===== config.mk =====
export PLATFORM = sky130hd
export DESIGN_NAME = fpu_issue_seq
export DESIGN_NICKNAME = d
export VERILOG_FILES = /design/src/rtl/fpu_pkg.sv /design/src/rtl/fpu_wb_resv.sv /design/src/rtl/fpu_issue_seq.sv
export SDC_FILE = /design/constraint.sdc
export NUM_CORES = 1
export LEC_CHECK = 0
export ABC_CLOCK_PERIOD_IN_PS = 13300
export BUFFER_PORTS_ARGS = -buffer_cell sky130_fd_sc_hd__clkbuf_2
export CORE_AREA = 2 2 340 342
export DETAILED_ROUTE_END_ITERATION = 16
export DIE_AREA = 0 0 342 344
export PLACE_DENSITY = 0.36
export RECOVER_POWER = 100
export SLEW_MARGIN = 0
export SYNTH_ARGS = -nofsm -noshare
export SYNTH_HDL_FRONTEND = slang
export SYNTH_SLANG_ARGS = --single-unit

===== constraint.sdc =====
create_clock -name clk -period 13.3 [get_ports clk]
set_input_delay 0.665 -clock clk [delete_from_list [all_inputs] [get_ports clk]]
set_output_delay 0.665 -clock clk [all_outputs]
set_load 0.01 [all_outputs]

===== src/rtl/fpu_pkg.sv =====
// Shared FPU definitions: opcodes, default unit latencies, boolean-result mask,
// reservation slot layout and latency lookup.
package fpu_pkg;

  localparam int FPU_W       = 32;
  localparam int NUM_OPS     = 21;
  localparam int CTL_W       = 5;
  localparam int TAG_W       = 4;
  localparam int FPU_MAX_LAT = 15;

  localparam int FADD    = 0;
  localparam int FSUB    = 1;
  localparam int FMUL    = 2;
  localparam int FNMUL   = 3;
  localparam int FDIV    = 4;
  localparam int FABS    = 5;
  localparam int FCVT_IF = 6;
  localparam int FCVT_FI = 7;
  localparam int FNEG    = 8;
  localparam int FEQ     = 9;
  localparam int FLT     = 10;
  localparam int FMIN    = 11;
  localparam int FMAX    = 12;
  localparam int FLE     = 13;
  localparam int FSGNJ   = 14;
  localparam int FSGNJN  = 15;
  localparam int FNE     = 16;
  localparam int FGT     = 17;
  localparam int FGE     = 18;
  localparam int SQRT    = 19;
  localparam int FSQR    = 20;

  // Op 0 sits in the least significant nibble.
  localparam logic [4*NUM_OPS-1:0] LAT_TABLE_DEF = {
    4'd2, 4'd5, {10{4'd0}}, 4'd1, 4'd2, 4'd2, 4'd0, 4'd7, 4'd3, 4'd3, 4'd4, 4'd4
  };

  // Ops 9, 10, 13, 16, 17, 18 produce a single-bit result.
  localparam logic [NUM_OPS-1:0] BOOL_MASK_DEF = 21'h072600;

  typedef struct packed {
    logic             busy;
    logic [CTL_W-1:0] ctl;
    logic [TAG_W-1:0] tag;
    logic             err;
  } resv_slot_t;

  // Illegal opcodes retire immediately, so they map to latency 0.
  function automatic logic [3:0] lat_lookup(input logic [CTL_W-1:0] ctl,
                                            input logic [4*NUM_OPS-1:0] tbl);
    if (int'(ctl) >= NUM_OPS) return 4'd0;
    return tbl[int'(ctl)*4 +: 4];
  endfunction

endpackage


===== src/rtl/fpu_wb_resv.sv =====
// Writeback reservation shift register: one slot per future retire cycle,
// shifting toward slot 0, which is the op retiring this cycle.
module fpu_wb_resv
  import fpu_pkg::*;
#(
  parameter int DEPTH = FPU_MAX_LAT + 1,
  parameter int IDX_W = $clog2(DEPTH)
) (
  input  logic             clk,
  input  logic             rst,
  input  logic             clear,
  input  logic             shift,
  input  logic             wr_en,
  input  logic [IDX_W-1:0] wr_idx,
  input  logic [CTL_W-1:0] wr_ctl,
  input  logic [TAG_W-1:0] wr_tag,
  input  logic             wr_err,
  input  logic [IDX_W-1:0] q_idx,
  output logic             q_busy,
  output logic             s0_busy,
  output logic [CTL_W-1:0] s0_ctl,
  output logic [TAG_W-1:0] s0_tag,
  output logic             s0_err
);

  resv_slot_t       slot_reg  [DEPTH];
  resv_slot_t       slot_next [DEPTH];
  resv_slot_t       wr_slot;
  logic [DEPTH-1:0] busy_now;
  logic [DEPTH-1:0] busy_post;

  assign wr_slot = '{busy: 1'b1, ctl: wr_ctl, tag: wr_tag, err: wr_err};

  genvar gi;
  generate
    for (gi = 0; gi < DEPTH; gi++) begin : g_slot
      logic wr_hit;
      assign wr_hit       = wr_en && (wr_idx == IDX_W'(gi));
      assign busy_now[gi] = slot_reg[gi].busy;
      if (gi == DEPTH - 1) begin : g_top
        assign slot_next[gi] = wr_hit ? wr_slot :
                               (shift ? resv_slot_t'('0) : slot_reg[gi]);
      end else begin : g_mid
        assign slot_next[gi] = wr_hit ? wr_slot :
                               (shift ? slot_reg[gi+1] : slot_reg[gi]);
      end
    end
  endgenerate

  // Occupancy as it will look after this edge's shift, which is where a write lands.
  assign busy_post = shift ? {1'b0, busy_now[DEPTH-1:1]} : busy_now;
  assign q_busy    = busy_post[q_idx];

  assign s0_busy = slot_reg[0].busy;
  assign s0_ctl  = slot_reg[0].ctl;
  assign s0_tag  = slot_reg[0].tag;
  assign s0_err  = slot_reg[0].err;

  always_ff @(posedge clk) begin
    if (rst || clear) begin
      for (int i = 0; i < DEPTH; i++) slot_reg[i] <= '0;
    end else begin
      for (int i = 0; i < DEPTH; i++) slot_reg[i] <= slot_next[i];
    end
  end

endmodule


===== src/rtl/fpu_issue_seq.sv =====
// Pipelined FPU issue/retire sequencer: accepts one op per cycle, broadcasts
// operands to the units and retires each result on its fixed-latency cycle.
module fpu_issue_seq
  import fpu_pkg::*;
#(
  parameter int                   W         = FPU_W,
  parameter int                   MAX_LAT   = FPU_MAX_LAT,
  parameter logic [4*NUM_OPS-1:0] LAT_TABLE = LAT_TABLE_DEF,
  parameter logic [NUM_OPS-1:0]   BOOL_MASK = BOOL_MASK_DEF
) (
  input  logic               clk,
  input  logic               rst,
  input  logic               in_valid,
  output logic               in_ready,
  input  logic [CTL_W-1:0]   in_ctl,
  input  logic [TAG_W-1:0]   in_tag,
  input  logic [W-1:0]       in_x1,
  input  logic [W-1:0]       in_x2,
  input  logic               flush,
  output logic [W-1:0]       fu_x1,
  output logic [W-1:0]       fu_x2,
  input  logic [NUM_OPS*W-1:0] fu_y,
  output logic               out_valid,
  output logic [TAG_W-1:0]   out_tag,
  output logic [W-1:0]       out_y,
  output logic               out_err,
  output logic [MAX_LAT+1:0] inflight
);

  localparam int DEPTH = MAX_LAT + 1;
  localparam int IDX_W = $clog2(DEPTH);
  localparam int CNT_W = MAX_LAT + 2;

  logic [3:0]       lat;
  logic             illegal;
  logic             q_busy;
  logic             accept;
  logic             retire;
  logic             s0_busy;
  logic [CTL_W-1:0] s0_ctl;
  logic [TAG_W-1:0] s0_tag;
  logic             s0_err;
  logic [W-1:0]     op_y [NUM_OPS];
  logic [W-1:0]     y_sel;

  assign lat      = lat_lookup(in_ctl, LAT_TABLE);
  assign illegal  = (int'(in_ctl) >= NUM_OPS);
  assign in_ready = !rst && !flush && !q_busy;
  assign accept   = in_valid && in_ready;
  assign retire   = s0_busy && !flush;

  fpu_wb_resv #(
    .DEPTH (DEPTH),
    .IDX_W (IDX_W)
  ) u_resv (
    .clk     (clk),
    .rst     (rst),
    .clear   (flush),
    .shift   (1'b1),
    .wr_en   (accept),
    .wr_idx  (IDX_W'(lat)),
    .wr_ctl  (in_ctl),
    .wr_tag  (in_tag),
    .wr_err  (illegal),
    .q_idx   (IDX_W'(lat)),
    .q_busy  (q_busy),
    .s0_busy (s0_busy),
    .s0_ctl  (s0_ctl),
    .s0_tag  (s0_tag),
    .s0_err  (s0_err)
  );

  // Boolean-result units only drive a meaningful bit 0.
  genvar gi;
  generate
    for (gi = 0; gi < NUM_OPS; gi++) begin : g_op_y
      assign op_y[gi] = BOOL_MASK[gi] ? {{(W-1){1'b0}}, fu_y[gi*W]} : fu_y[gi*W +: W];
    end
  endgenerate

  always_comb begin
    y_sel = '0;
    for (int i = 0; i < NUM_OPS; i++) begin
      if (!s0_err && int'(s0_ctl) == i) y_sel = op_y[i];
    end
  end

  always_ff @(posedge clk) begin
    if (rst) begin
      fu_x1     <= '0;
      fu_x2     <= '0;
      out_valid <= 1'b0;
      out_tag   <= '0;
      out_y     <= '0;
      out_err   <= 1'b0;
      inflight  <= '0;
    end else begin
      if (accept) begin
        fu_x1 <= in_x1;
        fu_x2 <= in_x2;
      end
      out_valid <= retire;
      if (retire) begin
        out_tag <= s0_tag;
        out_err <= s0_err;
        out_y   <= y_sel;
      end
      if (flush) inflight <= '0;
      else       inflight <= inflight + CNT_W'(accept) - CNT_W'(retire);
    end
  end

endmodule

==> impl_summary.txt <==
----------------------------------------------------
[Synthesis]
  Async set-reset flop share out of synthesis ... 0%
  Synth top area share ... 36.4%
  Count of mapped cells out of synthesis ... 1389
  Cells taking the most area after synthesis ... sky130_fd_sc_hd__dfxtp_1 36%, sky130_fd_sc_hd__mux2i_1 7.8%, sky130_fd_sc_hd__nor2_1 6.6%
  Compound-Gate Fraction of Synth Area ... 28.2%
  Number of synthesis warnings ... 0
  Synth Flop Type ... sky130_fd_sc_hd__dfxtp_1
  EDFF count, synth ... 0
  Xor/xnor cell area share of the yosys netlist ... 0.922%
  Main combinational cell family by area after synthesis ... compound AO/OA/AOI/OAI gates
  Sequential element share of the synthesized area ... 36.4%
  Adder-cell share of the synthesized area ... 2.04%
  Post-synthesis instance area ... 11400 um2
  Largest area contributor in the synthesized netlist ... sky130_fd_sc_hd__dfxtp_1
  Number of storage elements in the synthesis netlist ... 207
  Fraction of the mapped netlist area in simple logic gates ... 18.7%
  Per-instance average area after synthesis ... 8.20 um2
  Most numerous cell types in the synthesized netlist ... 207 x sky130_fd_sc_hd__dfxtp_1, 201 x sky130_fd_sc_hd__nor2_1, 102 x sky130_fd_sc_hd__nand2_1
  Share of synthesized area spent on multiplexers ... 8.21%
  Leading cell type by number of instances after synthesis ... sky130_fd_sc_hd__dfxtp_1
  Count of cell types in the netlist ... 66

[Route]
  Met3 wirelength from detailed routing ... 6.62 mm
  Wirelength per Cell ... 25.6 um
  Initial DRT Pass Iterations ... 6
  Remaining antenna violation count ... 0
  Top metal layer carrying routed signals ... met5
  DRC violation total after the first TritonRoute iteration ... 788
  Final routed wirelength across all metal layers ... 91.4 mm
  Mean number of vias per cell ... 3.89
  Total length of routed met2 wires ... 45.6 mm
  Drc violations ... 0
  Detailed-route via count ... 13900
  Routed length on met1 ... 36.6 mm

[Final layout]
  Area growth from synthesis to final layout ... 52.7%
  Count of nets after finishing ... 2798
  Final core utilization ... 15.3%
  Layout cells sized above 1 ... 32.5%
  Max reg flops ... 88

[Power]
  Worst vdd ir ... 0.112 mV
  Switch Pwr ... 0.000569 W
  Share of total power consumed by net switching ... 29.5%
  PwrDens ... 111 nW/um2
  Leak ... 6.94 nW
  Int Pwr ... 0.00136 W
  Combinational fraction of design power ... 22.2%
  Sequential Power Share ... 34.1%
  Relative contribution of the clock network to total power ... 43.6%

[Worst setup path]
  Worst path cell trace ... clkbuf_1 > nor2_1 > nand3_1 > o22ai_1 > inv_1 > ha_1 > inv_1 > ha_1 > fa_1 > a211o_1 > a2111o_1 > a221o_1 > o31ai_1 > o21bai_1 > a31oi_1 > mux2i_1
  Startpoint kind of the worst setup timing path ... input port
  Master of the slowest instance on the critical path ... sky130_fd_sc_hd__nor2_1
  R2r endpoint ... inflight[16]
  Kind of critical path ... in2reg
  Maximum fanout along the worst path ... 41
  Crit path capture type ... register
  Stage delay of the slowest cell on the critical path ... 2070 ps
  CP required ... 13790 ps
  R2r startpoint ... u_resv.slot_reg[0][21]
  Reg-to-reg slack, setup ... 7290 ps
  Arrival time worst endpoint ... 8700 ps
  Path depth of the worst reg2reg path ... 14

[Min path]
  Startpoint of the most critical hold path ... in_x1[10]
  Min-delay worst type ... in2reg
  Instance count along the most critical hold path ... 3
  Hold worst-path end ... fu_x1[10]

[GRT]
  Vias in the first global route ... 13700
  Global-route total usage across every layer ... 14.8%
  First-pass GRT wire length ... 118 mm
  Remaining global-route overflow ... 0
  Pin count of the biggest net entering global routing ... 61
  Initial antenna violation count ... 49

[STA]
  Slew Viols, Final ... 292
  Relative max-transition margin ... -148%
  Hold Slack ... 324 ps
  Post-route setup slack ... 5090 ps
  Setup-violating endpoint count in the final report ... 0
  Hold Vio Cnt, Final ... 0
  Setup clock skew after layout ... 11.1 ps
  Measured slew at the worst slew-check pin ... 3720 ps
  Total negative slack for setup checks ... 0 ps
  FMAX ... 122 MHz
  Crit share post-route ... 61.7%
  Unrepaired setup endpoints after global routing ... no
  Min cycle time layout ... 8210 ps

[Clocking]
  Clock latency at the later pin of the worst-skew pair ... 570 ps
  Maximum clock insertion buffer count ... 3
  Post-CTS Resized ... 0
  Number of hold buffers added after CTS ... 0
  CTS H-tree depth ... 1
  Clock transition at the register clock pins on the worst setup and hold paths after CTS ... 60 ps
  Number of buffers created by CTS ... 27
  Clock Sink Count ... 207
  Clock tree from TritonCTS ... done
  Clock root buffer master ... sky130_fd_sc_hd__clkbuf_16
  Number of buffers inserted to repair setup after CTS ... 0

[Place]
  Global placement routability congestion ... 0.870
  Port bufs ... 682
  Post-placement setup slack ... 6790 ps
  Estimated wirelength of the detail-placed design ... 77.0 mm

[Status]
  Run status ... finished, violations left
  Violations in the final reports ... capacitance limit, slew limit

[Floorplanning]
  Number of ports placed on the die boundary ... 869
  Cell Rows ... 124
  DIE WIDTH ... 342 um
  Standard cell core area ... 114000 um2
  Starting Density ... 10.0%
  Die outline height ... 344 um
  Full die area ... 118000 um2

[Flow run]
  Max-cap violations ... 11

----------------------------------------------------
-- routing by layer --
layer	GRT usage, %	vias to the layer above
met4	3.44	10
met2	26.6	682
li1	-	6455
met5	0	-
met3	3.62	142
met1	17.5	6579
-- layout by cell type (no fill, tap or decap), types with 10 or more instances in the layout --
cell type | Yosys | layout
sky130_fd_sc_hd__clkbuf_2 | 0 | 560
sky130_fd_sc_hd__dfxtp_1 | 207 | 207
sky130_fd_sc_hd__nor2_1 | 201 | 194
sky130_fd_sc_hd__clkbuf_1 | 81 | 130
sky130_fd_sc_hd__nand2_1 | 102 | 102
sky130_fd_sc_hd__o21ai_0 | 98 | 99
sky130_fd_sc_hd__a21oi_1 | 97 | 97
sky130_fd_sc_hd__mux2i_1 | 89 | 89
sky130_fd_sc_hd__a22oi_1 | 64 | 64
sky130_fd_sc_hd__a221oi_1 | 59 | 59
sky130_fd_sc_hd__buf_4 | 1 | 34
sky130_fd_sc_hd__inv_1 | 29 | 29
sky130_fd_sc_hd__o221ai_1 | 28 | 28
sky130_fd_sc_hd__clkbuf_16 | 0 | 27
sky130_fd_sc_hd__a221o_1 | 26 | 26
sky130_fd_sc_hd__and2_1 | 32 | 21
sky130_fd_sc_hd__and3_1 | 21 | 21
sky130_fd_sc_hd__nand3_1 | 17 | 17
sky130_fd_sc_hd__ha_1 | 17 | 17
sky130_fd_sc_hd__nand2b_1 | 14 | 14
sky130_fd_sc_hd__nor3_1 | 12 | 13
sky130_fd_sc_hd__a222oi_1 | 13 | 13
sky130_fd_sc_hd__a31oi_1 | 13 | 13
sky130_fd_sc_hd__nor3b_1 | 11 | 11
sky130_fd_sc_hd__a21o_1 | 10 | 10
sky130_fd_sc_hd__a22o_1 | 10 | 10
-- how the worst max path moves through the flow --
stage / start / end / slack [ps]
2_1_floorplan: in_ctl[0] / inflight[16] / 7700
3_3_place_gp: in_ctl[2] / inflight[16] / 6770
3_5_place_dp: in_ctl[2] / inflight[16] / 6790
4_1_cts: in_ctl[2] / inflight[16] / 7380
5_1_grt: rst / inflight[16] / 4120
6_report: rst / inflight[16] / 5090
-- area by class of cell --
cell class              count  area (um2)
repair buffers            720        3530
flip-flops and latches    207        4140
fillers                 13300       96500
multi-input cells        1045        6700
clock inverters            16         282
diodes                      5        12.5
inverters                  30         113
well taps                1512        1890
clock buffers              34         732
-- kinds of logic after synthesis --
family / after synthesis
mux: 92
compound gates: 464
buf+inv: 141
fa+ha+maj: 18
flops: 207
other cells: 1
xor+xnor: 12
simple gates: 454
-- critical path, delay by kind of cell --
| family | cells | cell delay [ps] |
|---|---|---|
| buf+inv | 3 | 830 |
| fa+ha+maj | 3 | 1080 |
| simple gates | 2 | 2390 |
| compound gates | 7 | 3520 |
| mux | 1 | 200 |
-- power groups by stage --
stage                     Sequential (W)  Clock, W  Combinational (W)
after global placement          0.000675         0           0.000444
after floorplan                 0.000681         0           0.000224
final                           0.000660  0.000843           0.000430
after CTS                       0.000661  0.000876           0.000445
after global routing            0.000663  0.000900           0.000478
after detailed placement        0.000674         0           0.000441
-- per-stage QoR --
step | power (W) | area (um2) | instances
floorplan | 0.000904 | 11400 | 1393
global placement | 0.00112 | 16600 | 3514
detailed placement | 0.00111 | 16600 | 3514
CTS | 0.00198 | 17600 | 3564
global route | 0.00204 | 17400 | 3567
finish | 0.00193 | 17400 | 3569
Note: power is estimated with default switching activity, not from simulation.
